### src/rtl/controller.sv
// controller: BIST sequencer producing init, a fixed-length running window with periodic toggles, then finish/bist_end.
module controller #(
    parameter int NCLOCK     = 650,
    parameter int TOGGLE_DIV = 50
) (
    input  logic clk,
    input  logic reset,
    input  logic start,
    output logic init,
    output logic running,
    output logic toggle,
    output logic finish,
    output logic bist_end
);
    localparam int CW = $clog2(NCLOCK);
    localparam int TW = TOGGLE_DIV > 1 ? $clog2(TOGGLE_DIV) : 1;
    typedef enum logic [1:0] {IDLE, INIT, RUN, FIN} state_t;
    state_t state, state_n;
    logic [CW-1:0] cnt;
    logic [TW-1:0] tcnt;
    logic start_q, trig, last;
    assign trig = start & ~start_q;
    assign last = cnt == CW'(NCLOCK - 1);
    always_comb begin
        state_n = state;
        case (state)
            IDLE: state_n = trig ? INIT : IDLE;
            INIT: state_n = RUN;
            RUN:  state_n = last ? FIN : RUN;
            FIN:  state_n = IDLE;
        endcase
    end
    // tcnt tracks the toggle phase directly so no modulo is needed on cnt
    always_ff @(posedge clk or negedge reset) begin
        if (!reset) begin
            state    <= IDLE;
            cnt      <= '0;
            tcnt     <= '0;
            start_q  <= 1'b1;
            bist_end <= 1'b0;
        end else begin
            state    <= state_n;
            start_q  <= start;
            cnt      <= (state == RUN && !last) ? cnt + 1'b1 : '0;
            tcnt     <= (state == RUN && tcnt != TW'(TOGGLE_DIV - 1)) ? tcnt + 1'b1 : '0;
            bist_end <= state_n == FIN ? 1'b1 : state_n == INIT ? 1'b0 : bist_end;
        end
    end
    assign init    = state == INIT;
    assign running = state == RUN;
    assign finish  = state == FIN;
    assign toggle  = running && tcnt == TW'(TOGGLE_DIV - 1);
endmodule

### config.mk
export PLATFORM = sky130hd
export DESIGN_NAME = controller
export DESIGN_NICKNAME = d
export VERILOG_FILES = /design/src/rtl/controller.sv
export SDC_FILE = /design/constraint.sdc
export NUM_CORES = 1
export LEC_CHECK = 0
export CAP_MARGIN = 10
export CORE_MARGIN = 5
export CORE_UTILIZATION = 30
export DETAILED_ROUTE_END_ITERATION = 12
export GPL_TIMING_DRIVEN = 0
export PLACE_DENSITY = 0.54
export RECOVER_POWER = 25
export SLEW_MARGIN = 40
export SYNTH_ARGS = -nofsm -noshare
export SYNTH_HDL_FRONTEND = slang
export SYNTH_SLANG_ARGS = --single-unit
### constraint.sdc
create_clock -name clk -period 1.9 [get_ports clk]
set_input_delay 0.38 -clock clk [delete_from_list [all_inputs] [get_ports clk]]
set_output_delay 0.38 -clock clk [all_outputs]
set_load 0.01 [all_outputs]
# After elaboration in Yosys (flattened, before gate mapping)

Cells that the tools add are included.

Word-level logic and storage cells: 30
Register bits after elaboration: 20
Input bits: 3
Output and inout bits: 5

Reduce and logical (&&, ||, !) cells: 6
Bitwise logic cells: 2
$add $sub $neg: 2
Eq/ne operators: 8
Muxes and demuxes: 7

Operators by type and width:

| cell                                                 | number |
|---|---|
| adder 10 x 1 -> 10 bit (second input constant)       | 1 |
| equality test 10 bit (second input constant)         | 1 |
| 2-to-1 mux 10 bit                                    | 1 |
| one-hot mux 2 bit (4 select lines)                   | 1 |
| adder 6 x 1 -> 6 bit (second input constant)         | 1 |
| equality test 2 bit (second input constant)          | 3 |
| equality test 6 bit (second input constant)          | 1 |
| 2-to-1 mux 6 bit                                     | 1 |
| != test 6 bit (second input constant)                | 1 |
| equality test 2 x 1 -> 1 bit (second input constant) | 2 |
| 2-to-1 mux 1 bit                                     | 4 |
| logical AND 1 bit                                    | 3 |
| zero test 2 bit                                      | 1 |
| nonzero test 2 bit                                   | 1 |
| AND 1 bit                                            | 1 |
| zero test 1 bit                                      | 1 |
| NOT 1 bit                                            | 1 |

# Depth between registers and ports, before layout

Word-level depth: 7
Depth in mapped cells: 5
Depth with buffers taken out: 5

# Worst setup path after synthesis

Ideal clock, no wire load.

Path type: register to register
From: register cnt[6]
To: register bist_end
Arrival time: 1253 ps
Slack: 519 ps
Period minus slack after synthesis: 1381 ps
Required time: 1772 ps
Path buffers: 0
Stages on the path, launching flop included: 5
Library setup time: 128 ps
Path through: dfrtp_1 and4bb_2 nand3_1 o21ai_2 mux2_1

Longest elaborated chain between the ends: 5
Elaborated cells between the ends (all ways): 7
Those cells by class: eq/ne (3); mux (3); reduce/logical (1)

RTL lines:

| element                                                                    | line | text |
|---|---|---|
| from (decl)                                                                | 19   | `logic [CW-1:0] cnt;` |
| from (signal assigned)                                                     | 44   | `cnt <= (state == RUN && !last) ? cnt + 1'b1 : '0;` |
| equality test 10 bit *                                                     | 23   | `assign last = cnt == CW'(NCLOCK - 1);` |
| 2-to-1 mux 1 bit *                                                         | 29   | `RUN: state_n = last ? FIN : RUN;` |
| one-hot mux 2 bit (4 select lines) *                                       | 26   | `case (state)` |
| net state_n[0]                                                             | 18   | `state_t state, state_n;` |
| equality test 2 bit / equality test 2 x 1 -> 1 bit (equally long branches) | 46   | `bist_end <= state_n == FIN ? 1'b1 : state_n == INIT ? 1'b0 : bist_end;` |
| 2-to-1 mux 1 bit / nonzero test 2 bit (equally long branches)              | n/a  |  |
| to (signal assigned)                                                       | 46   |  |
| to (decl)                                                                  | 13   | `output logic bist_end` |

The timed path passes the listed nets; every way through them passes the cells marked *.
A chain may end at the register's enable or synchronous reset.

# Final worst setup path

From: register state[0]
To: output port finish

Longest elaborated chain between the ends: 1

RTL lines:

| element                | line | text |
|---|---|---|
| from (decl)            | 18   |  |
| from (signal assigned) | 42   | `state <= state_n;` |
| equality test 2 bit    | 51   | `assign finish = state == FIN;` |
| to (decl)              | 12   | `output logic finish,` |

No other way between the ends.

==> impl_results.md <==
- Total power: 0.7803 mW
- Core Region: 0.003078 sq mm
- Dpl hpwl: 1190 um
- Ports: 8
- Static leakage power: 0.5224 nW
- Delay-heaviest family, CP: buffers and inverters
- CP startpoint kind: register
- H-tree Lvls: 1
- WP data required: 1.52 ns
- Clk_skew: 0.005515 ns
- Design area: 0.001140 sq mm
- Routability cong.: 0.7348
- Largest net degree at the start of global routing: 21
- Placed Area: 0.001090 sq mm
- Critical Path, Cell by Cell: ha_1 -> clkdlybuf4s50_1
- Hold Path Class: input port to asynchronous set/reset pin
- Post-CTS Hold Fix Bufs: 0
- Post-synthesis mux area share: 1.161%
- Adder-Cell Fraction of Synth Area: 10.32%
- Worst VDD drop: 0.2894 mV
- First-pass GRT wire length: 2973 um
- Synthesized area: 969.7 sq um
- Setup crit end kind: output pin
- Slowest-stage cell, CP: clkdlybuf4s50_1
- Simple-gate share of the synthesized area: 20.26%
- Crit Path Class: register to output pin
- Status: finished clean
- RSZ-0062 raised after global routing: no
- Final worst slack: 0.1272 ns
- Cell Pwr Density: 684.6 mW/mm^2
- Fraction of layout cells with a size suffix above 1: 12.75%
- Post-CTS Setup Repair Bufs: 0
- Clk pin slew, worst setup/hold paths: 0.11 ns
- TritonCTS clock tree: built
- CTS buffer count: 3
- Worst EP arrival: 1.39 ns
- Maximum root-to-sink buffer count: 2
- Die width: 66.86 um
- Dominant synthesized flop cell: dfrtp_1
- Rel. slew slack: 30.25%
- Post-DRT Antenna Nets: 0
- Setup TNS: 0 ns
- Max-slew violations: 0
- Via Count: 624
- Main combinational cell family by area after synthesis: simple AND/OR/NAND/NOR gates
- Clock sink total: 20
- Number of flops mapped to enable cells by yosys: 0
- Antenna fix cells: 0
- Row count: 20
- Total Wirelength: 1558 um
- Global route overflow: 0
- Die ar.: 0.004470 sq mm
- Area Growth Syn to Fin: 17.55%
- Vias in the first global route: 685
- Fin. Hold Viols: 0
- Worst skew pair latency: 0.30 ns
- Drt drc: 0
- GRT Total Usage: 8.940%
- Iteration-0 DRC Markers: 22
- Router iterations before antenna repair: 4
- Initial antenna violation count: 0
- Reg-to-reg slack, setup: 0.40 ns
- Max capacitance violation total: 0
- XOR/XNOR Fraction of Synth Area: 9.032%
- Endpoints failing setup: 0
- Root buf cell: clkbuf_4
- Final Cycle Share: 93.30%
- IO Port Bufs: 7
- YS warnings: 0
- Asr flop ratio synth: 100.0%
- Fmax achieved: 564.1 MHz
- Worst slew pin tran: 1.046 ns
- Complex-gate fraction of the synthesized area: 5.161%
- Post-synth cell types: 25
- Worst Path Buf+Inv: 1
- Crit path time final: 1.773 ns
- Largest fanout on the critical path: 3
- Synthesized Nets: 102
- Slowest Stage Delay on Critical Path: 0.47 ns
- Synth Instances: 91
- Net count, final: 114
- Die height: 66.86 um
- Starting density of the core: 31.50%
- Worst slack, placed: 0.05771 ns
- Average vias per placed instance: 4.274
- DR WL/cell: 10.67 um
- Seq cells post-synth: 20
- Fill cell count: 311
- Avg Inst Size Synth: 10.66 sq um
- Sequential element share of the synthesized area: 51.74%
[cells in the mapped netlist (2+ instances only)]
cell / number / area, sq um
xnor2_1: 7 / 61.31
dfrtp_1: 19 / 475.5
xor2_1: 3 / 26.28
or3_1: 2 / 12.51
o21ai_0: 2 / 10.01
nand2_1: 4 / 15.01
inv_1: 6 / 22.52
nand3_1: 6 / 30.03
nand3b_1: 2 / 15.01
nor2_1: 18 / 67.56
ha_1: 8 / 100.1
[kinds of logic after synthesis]
group / count (synthesis)
AND/OR/NAND/NOR: 39
flip-flops: 20
XOR/XNOR: 10
adder cells (fa/ha/maj): 8
AO/OA/AOI/OAI: 7
buffers and inverters: 6
multiplexers: 1
[worst reg2reg max path: stages (launching register included)]
cell and delay, ns:
dfrtp_1 0.43, and4bb_2 0.32, nand3_1 0.12, o21ai_2 0.20, mux2_1 0.33
[through the flow]
stage | util, % | hold slack [ns] | cells
after floorplan | - | 0.08441 | 91
after global placement | 35.57 | 0.4676 | 142
after detailed placement | 35.41 | 0.3617 | 142
after CTS | 37.15 | 0.01057 | 146
after global routing | 37.03 | 0.3144 | 146
final | 37.03 | 0.2324 | 146
[final timing paths]
path / start / cells after the start / end
setup / recovery: state[0]$_DFF_PN0_ / 2 / finish
setup reg to reg: cnt[6]$_DFF_PN0_ / 4 / bist_end$_DFFE_PN0P_
hold reg to reg: bist_end$_DFFE_PN0P_ / 1 / bist_end$_DFFE_PN0P_
min in group clk: bist_end$_DFFE_PN0P_ / 1 / bist_end$_DFFE_PN0P_
max in group asynchronous: reset / 1 / cnt[7]$_DFF_PN0_
hold / removal: reset / 1 / cnt[3]$_DFF_PN0_
[report_power, final]
part | switching, mW | internal (mW)
Clock | 0.129 | 0.213
Sequential | 0.000211 | 0.427
Combinational | 0.00831 | 0.00250
[state kept, by name (all words and copies together), names as in the netlist]
| name | count |
|---|---|
| bist_end | 1 |
| cnt | 10 |
| start_q | 1 |
| state | 2 |
| tcnt | 6 |
[placed cells by master, fill, tap and decap left out, types with 3 or more instances in the layout]
cell type	netlist	final
clkbuf_4	0	3
nor2_1	18	18
xor2_1	3	3
nand3_1	6	6
dfrtp_1	19	19
clkdlybuf4s50_1	0	3
ha_1	8	7
inv_1	6	6
xnor2_1	7	7
nand2_1	4	4
[routing by layer]
layer	wire length, um	track usage (%)
met1	762	11.12
met2	700	14.11
met3	84	4.384
met4	10	1.519
met5	0	0
[area by class of cell]
type / count / area (sq um) / share of cell area [%]
timing repair buffer: 7 / 60.06 / 5.269
clock inverter: 1 / 30.03 / 2.634
multi-input combinational: 65 / 447.9 / 39.30
inverter: 6 / 22.52 / 1.976
sequential: 20 / 501.7 / 44.02
clock buffer: 3 / 22.52 / 1.976
tap: 44 / 55.05 / 4.830
[what timing repair did]
action,in CTS,in global routing
resized for setup,4,2
cloned,0,0
endpoints found under the setup margin,2,2
Power figures use the tool's default switching activity.
